`src/rtl/toy_pkg.sv`:
```
// Shared TOY memory definitions: bus widths, requester ids and the read-return tag.
package toy_pkg;

    localparam int MEM_AW = 8;
    localparam int MEM_DW = 16;

    typedef enum logic {
        REQ_CORE  = 1'b0,
        REQ_PANEL = 1'b1
    } req_id_t;

    localparam logic [MEM_AW-1:0] STDIO_ADDR = 8'hFF;

    typedef struct packed {
        logic    valid;
        req_id_t owner;
    } rd_tag_t;

    function automatic logic [1:0] req_onehot(input req_id_t id);
        if (id == REQ_PANEL) begin
            return 2'b10;
        end else begin
            return 2'b01;
        end
    endfunction

endpackage

```
`src/rtl/toy_rd_tag_pipe.sv`:
```
// Fixed-latency shift pipe carrying {valid, owner} for each accepted read so the
// returning RAM data can be steered to the requester that issued it.
module toy_rd_tag_pipe
    import toy_pkg::*;
#(
    parameter int DEPTH = 1
) (
    input  logic    clk_i,
    input  logic    rst_i,
    input  rd_tag_t tag_i,
    output rd_tag_t tag_o
);

    rd_tag_t pipe_q [DEPTH];

    // Shift register; reset flushes every stage so no stale return survives.
    always_ff @(posedge clk_i or posedge rst_i) begin
        if (rst_i) begin
            for (int i = 0; i < DEPTH; i++) begin
                pipe_q[i] <= '0;
            end
        end else begin
            pipe_q[0] <= tag_i;
            for (int i = 1; i < DEPTH; i++) begin
                pipe_q[i] <= pipe_q[i-1];
            end
        end
    end

    assign tag_o = pipe_q[DEPTH-1];

endmodule

```
`src/rtl/toy_mem_arbiter.sv`:
```
// Two-requester arbiter (core / front panel) for the single TOY main-memory port.
// Optional grant locking is compiled in with the macro TOY_MEM_ARB_LOCK_EN.
module toy_mem_arbiter
    import toy_pkg::*;
#(
    parameter int MEM_LATENCY = 1,
    parameter int PANEL_PRIO  = 1,
    parameter int WAIT_MAX    = 8
) (
    input  logic                   clk_i,
    input  logic                   rst_i,
    input  logic [1:0]             req_i,
    input  logic [1:0]             we_i,
    input  logic [1:0][MEM_AW-1:0] addr_i,
    input  logic [1:0][MEM_DW-1:0] wdata_i,
    input  logic [1:0]             lock_i,
    output logic [1:0]             gnt_o,
    output logic [1:0]             rvalid_o,
    output logic [MEM_DW-1:0]      rdata_o,
    output logic                   mem_en_o,
    output logic                   mem_we_o,
    output logic [MEM_AW-1:0]      mem_addr_o,
    output logic [MEM_DW-1:0]      mem_wdata_o,
    input  logic [MEM_DW-1:0]      mem_rdata_i,
    output logic [1:0]             starve_o
);

    localparam logic [7:0] WAIT_MAX_C   = 8'(WAIT_MAX);
    localparam logic       PANEL_PRIO_C = (PANEL_PRIO != 0);

    logic [1:0]        gnt_s;
    logic              gnt_idx_s;
    logic              force_gnt_s;
    logic [1:0]        lock_gnt_s;
    logic [1:0][7:0]   wait_q, wait_d;
    logic              rr_q, rr_d;
    logic [1:0]        starve_q, starve_d;
    logic [MEM_DW-1:0] rdata_q;
    rd_tag_t           tag_in_s, tag_out_s;

    assign gnt_idx_s = gnt_s[1];

`ifdef TOY_MEM_ARB_LOCK_EN
    logic       lock_q, lock_d;
    logic       lock_own_q, lock_own_d;
    logic [7:0] lock_cnt_q, lock_cnt_d;

    // A lock that has already held WAIT_MAX grants sits out one arbitration.
    assign lock_gnt_s = (lock_q && req_i[lock_own_q] && (lock_cnt_q != WAIT_MAX_C))
                        ? req_onehot(req_id_t'(lock_own_q)) : 2'b00;

    // Lock ownership follows the granted requester's lock_i.
    always_comb begin
        lock_d     = lock_q;
        lock_own_d = lock_own_q;
        lock_cnt_d = lock_cnt_q;
        if (gnt_s == 2'b00) begin
            lock_d     = 1'b0;
            lock_cnt_d = 8'd0;
        end else if (lock_i[gnt_idx_s]) begin
            lock_d     = 1'b1;
            lock_own_d = gnt_idx_s;
            if (lock_gnt_s != 2'b00) begin
                lock_cnt_d = lock_cnt_q + 8'd1;
            end else begin
                lock_cnt_d = 8'd1;
            end
        end else begin
            lock_d     = 1'b0;
            lock_cnt_d = 8'd0;
        end
    end

    // Lock state register.
    always_ff @(posedge clk_i or posedge rst_i) begin
        if (rst_i) begin
            lock_q     <= 1'b0;
            lock_own_q <= 1'b0;
            lock_cnt_q <= 8'd0;
        end else begin
            lock_q     <= lock_d;
            lock_own_q <= lock_own_d;
            lock_cnt_q <= lock_cnt_d;
        end
    end
`else
    logic lock_unused_s;
    assign lock_gnt_s    = 2'b00;
    assign lock_unused_s = ^lock_i;
`endif

    // Arbitration: lock, then starvation (core first), then priority / round-robin.
    always_comb begin
        gnt_s       = 2'b00;
        force_gnt_s = 1'b0;
        if (rst_i) begin
            gnt_s = 2'b00;
        end else if (lock_gnt_s != 2'b00) begin
            gnt_s = lock_gnt_s;
        end else if (req_i[0] && (wait_q[0] == WAIT_MAX_C)) begin
            gnt_s       = 2'b01;
            force_gnt_s = 1'b1;
        end else if (req_i[1] && (wait_q[1] == WAIT_MAX_C)) begin
            gnt_s       = 2'b10;
            force_gnt_s = 1'b1;
        end else if (req_i == 2'b11) begin
            if (PANEL_PRIO_C || rr_q) begin
                gnt_s = 2'b10;
            end else begin
                gnt_s = 2'b01;
            end
        end else begin
            gnt_s = req_i;
        end
    end

    // Memory port driven straight from the winner so the access issues with the grant.
    always_comb begin
        mem_en_o    = 1'b0;
        mem_we_o    = 1'b0;
        mem_addr_o  = '0;
        mem_wdata_o = '0;
        if (gnt_s != 2'b00) begin
            mem_en_o    = 1'b1;
            mem_we_o    = we_i[gnt_idx_s];
            mem_addr_o  = addr_i[gnt_idx_s];
            mem_wdata_o = wdata_i[gnt_idx_s];
        end else begin
            mem_en_o = 1'b0;
        end
    end

    // Wait counters, sticky starvation flags and round-robin pointer (1 = panel first).
    always_comb begin
        wait_d   = wait_q;
        starve_d = starve_q;
        rr_d     = rr_q;
        for (int i = 0; i < 2; i++) begin
            if (!req_i[i] || gnt_s[i]) begin
                wait_d[i] = 8'd0;
            end else if (wait_q[i] != WAIT_MAX_C) begin
                wait_d[i] = wait_q[i] + 8'd1;
            end else begin
                wait_d[i] = wait_q[i];
            end
        end
        if (force_gnt_s) begin
            starve_d = starve_q | gnt_s;
        end else begin
            starve_d = starve_q;
        end
        if (gnt_s != 2'b00) begin
            rr_d = gnt_s[0];
        end else begin
            rr_d = rr_q;
        end
    end

    assign tag_in_s.valid = (gnt_s != 2'b00) && !we_i[gnt_idx_s];
    assign tag_in_s.owner = req_id_t'(gnt_idx_s);

    toy_rd_tag_pipe #(
        .DEPTH (MEM_LATENCY)
    ) u_tag_pipe (
        .clk_i (clk_i),
        .rst_i (rst_i),
        .tag_i (tag_in_s),
        .tag_o (tag_out_s)
    );

    // Return data passes through in the return cycle and is held afterwards.
    always_comb begin
        rvalid_o = 2'b00;
        rdata_o  = rdata_q;
        if (tag_out_s.valid) begin
            rvalid_o = req_onehot(tag_out_s.owner);
            rdata_o  = mem_rdata_i;
        end else begin
            rdata_o = rdata_q;
        end
    end

    // Arbiter state register.
    always_ff @(posedge clk_i or posedge rst_i) begin
        if (rst_i) begin
            wait_q   <= '0;
            rr_q     <= 1'b0;
            starve_q <= 2'b00;
            rdata_q  <= '0;
        end else begin
            wait_q   <= wait_d;
            rr_q     <= rr_d;
            starve_q <= starve_d;
            rdata_q  <= rdata_o;
        end
    end

    assign gnt_o    = gnt_s;
    assign starve_o = starve_q;

endmodule

```
`config.mk`:
```
export PLATFORM = sky130hd
export DESIGN_NAME = toy_mem_arbiter
export DESIGN_NICKNAME = d
export VERILOG_FILES = /design/src/rtl/toy_pkg.sv /design/src/rtl/toy_rd_tag_pipe.sv /design/src/rtl/toy_mem_arbiter.sv
export SDC_FILE = /design/constraint.sdc
export NUM_CORES = 1
export LEC_CHECK = 0
export ABC_AREA = 1
export BUFFER_PORTS_ARGS = -buffer_cell sky130_fd_sc_hd__buf_4
export CAP_MARGIN = 40
export CORE_ASPECT_RATIO = 0.6
export CORE_MARGIN = 2
export CORE_UTILIZATION = 41
export DETAILED_ROUTE_END_ITERATION = 10
export GPL_TIMING_DRIVEN = 0
export PLACE_DENSITY = 0.77
export SYNTH_ARGS = -nofsm -noshare
export SYNTH_HDL_FRONTEND = slang
export SYNTH_SLANG_ARGS = --single-unit
```
`constraint.sdc`:
```
create_clock -name clk_i -period 1.4 [get_ports clk_i]
set_input_delay 0.07 -clock clk_i [delete_from_list [all_inputs] [get_ports clk_i]]
set_output_delay 0.07 -clock clk_i [all_outputs]
set_load 0.03 [all_outputs]
```
==> flow_summary_export.csv <==
group,metric,value,unit
routing,ant_nets,0,
floorplanning,fp.coreArea,5180,um2
synthesis,yosys_warnings,0,
hold_path,hold_path_class,"in -> reg",
setup_path,worstSetupStartpointType,"flip-flop",
synthesis,synth-edff-count,0,
global_routing,grt_max_degree,18,
placed_design,placed_area,3490,um2
global_routing,grt_pass1_wl,11.3,mm
setup_path,cp-end-kind,"primary output",
sta,setup_tns,-15810,ps
synthesis,synthMostInstantiatedCell,"nand2_1",
placed_design,gp_congestion,0.784,
power_and_ir_drop,p_per_area,845,nW/um2
routing,viasPerCell,4.83,
floorplanning,die-area,6150,um2
power_and_ir_drop,sw_frac_of_total,0.364,
setup_path,cp.arrival,1880,ps
synthesis,synth_ff_type,"dfrtp_1",
layout,fin_util,0.805,
routing,routedWlPerCell,14.0,um
run,cap_viol_max_count,0,
synthesis,synthTopCellsByArea,"dfrtp_1 40%, nand2_1 21%, nor2_1 12%",
sta,hold_viol,0,
layout,nets,570,
floorplanning,die-width,99.9,um
power_and_ir_drop,p_total,3.52,mW
floorplanning,die_height,61.6,um
synthesis,synthTopCellsByCount,"126 x nand2_1, 74 x nor2_1, 47 x inv_1",
global_routing,antenna_found_initial,0,
layout,area_growth,84.2,%
clock_network,clk-insertion-delay-late,300,ps
routing,vias,2707,
synthesis,synth_top_cell_by_area,"dfrtp_1",
global_routing,gr-total-overflow,0,
synthesis,synth_area,2260,um2
setup_path,required,1330,ps
sta,worstMarginPinSlew,554,ps
layout,stdcell_area,4170,um2
power_and_ir_drop,power_frac_comb,0.436,
global_routing,grt_pass1_vias,2519,
clock_network,clkTransAtPathRegs,70,ps
power_and_ir_drop,p_int,2.24,mW
sta,drv_slew,0,
clock_network,cts.sink_count,36,
clock_network,cts-htree-levels,2,
global_routing,track_usage,0.236,
clock_network,clockBufferDepth,2,
placed_design,io_buffers,116,
synthesis,netlist_instances,341,
floorplanning,num_rows,20,
power_and_ir_drop,pwr-share-clk,0.230,
setup_path,crit_type,"reg -> out",
sta,skew,11.5,ps
synthesis,synthDistinctLibCells,25,
synthesis,synth.avg_cell_area,6.64,um2
routing,dr.first_iter.drc_count,145,
routing,drc,0,
power_and_ir_drop,power.leakage,2.21,nW
layout,nFillCells,310,
sta,rsz0062_at_grt,"yes",
synthesis,synth_top_cell_area_share,0.398,
routing,drt_wl_total,7.86,mm
power_and_ir_drop,p_seq_frac,0.335,
floorplanning,ioPinCount,120,
layout,n_antenna_cell,0,
synthesis,ys_ff_latch,36,
synthesis,synthArstFlopShare,1.00,
sta,max_freq,514,MHz
sta,setup_violations,47,
power_and_ir_drop,switching_power,1.28,mW
setup_path,cp_max_fo,8,
outcome,status,"finished with violations",
clock_network,cts_buffers,5,
sta,max_slew_margin,0.628,
power_and_ir_drop,peakVddDrop,0.000530,V
routing,dr.pass1.iters,4,
sta,fin_ws,-546,ps
placed_design,dp_hpwl,4.92,mm
clock_network,tritoncts,"built",
floorplanning,initial_utilization,0.437,
synthesis,ys_seq_area_frac,0.398,
sta,min_period,1950,ps
outcome,violations,"setup timing",
synthesis,syn_nets,417,
clock_network,clock-root-buffer,"clkbuf_8",
layout,drive_gt1_frac,0.489,
sta,min_period_over_period,1.39,
sequential cells by signal, indices dropped and copies added, names as in the netlist:
signal            cells
starve_o              2
wait_q               16
rdata_q              16
u_tag_pipe.tag_o      2
worst max-delay path, stage by stage, from the launching register on:
cell     delay (ps)
dfrtp_1         410
nor2_1          150
nand2_1         100
nor2_4          180
nand2_4          80
nand2_4          90
buf_8           140
buf_12          140
nor2_4           40
nor2_4          110
buf_6           140
cells by family after synthesis:
logic type                 share of synthesized area
and+or+nand+nor                                0.404
buffers and inverters                          0.122
DFF                                            0.398
AOI/OAI and AO/OA                             0.0238
xor gates and xnor gates                      0.0310
adders and majority gates                     0.0221
power groups by stage:
stage | combinational (mW) | sequential [mW] | clock [mW]
after floorplan | 0.742 | 1.19 | 0
after global placement | 1.20 | 1.19 | 0
after detailed placement | 1.23 | 1.20 | 0
after CTS | 1.43 | 1.18 | 0.814
after global routing | 1.63 | 1.19 | 0.861
final | 1.54 | 1.18 | 0.810
path summary, 6_finish.rpt:
path	startpoint	endpoint	slack (ps)	cells past startpoint
max reg2reg	wait_q[0]	wait_q[7]	-220	8
max	wait_q[7]	mem_wdata_o[2]	-550	10
min reg2reg	starve_o[0]	starve_o[0]	470	2
min	mem_rdata_i[8]	rdata_q[8]	10	3
min in group asynchronous	rst_i	wait_q[2]	290	3
max in group asynchronous	rst_i	starve_o[0]	670	5
per-layer routing:
layer  GRT usage  part of all wire  vias up
met3      0.0568             0.046       28
met1       0.301              0.42     1272
met4      0.0959             0.028        0
met5           0                 0        -
li1            -                 -     1315
met2       0.399              0.51       92
area by class of cell:
class | count | area (um2) | area share
buffer | 12 | 146 | 0.0351
clock buffer | 6 | 82.6 | 0.0198
clock inverter | 2 | 13.8 | 0.00330
inverter | 49 | 203 | 0.0486
multi-input combinational | 243 | 1410 | 0.339
sequential | 36 | 902 | 0.216
tap | 66 | 82.6 | 0.0198
timing repair buffer | 147 | 1330 | 0.318
placed cells by master (no fill, tap or decap), drive strengths merged:
cell / n
inv: 48
o21bai: 1
clkbuf: 7
xor2: 6
nor2: 77
xnor2: 2
ha: 4
dlygate4sd3: 6
nand2: 128
o21ai: 1
nand3b: 2
a21oi: 3
clkinvlp: 1
o2111ai: 3
nand4: 1
clkinv: 2
nand3: 11
buf: 152
nor3: 4
dfrtp: 36
repair_timing:
item	in CTS	in global routing
endpoints found under the setup margin	56	63
hold buffers	6	0
gates resized for setup	68	41
pin swaps	4	8
cloned	1	0
endpoints found under the hold margin	15	0
buffers inserted	16	7
metrics by stage:
step / hold slack, ps / setup WS, ps / instances
6_report: 9.60 / -546 / 561
5_1_grt: 20.4 / -598 / 561
3_3_place_gp: 297 / -372 / 523
4_1_cts: 7.59 / -483 / 556
2_1_floorplan: 219 / -89.9 / 341
3_5_place_dp: 141 / -298 / 525
(Power assumes the default switching activity.)
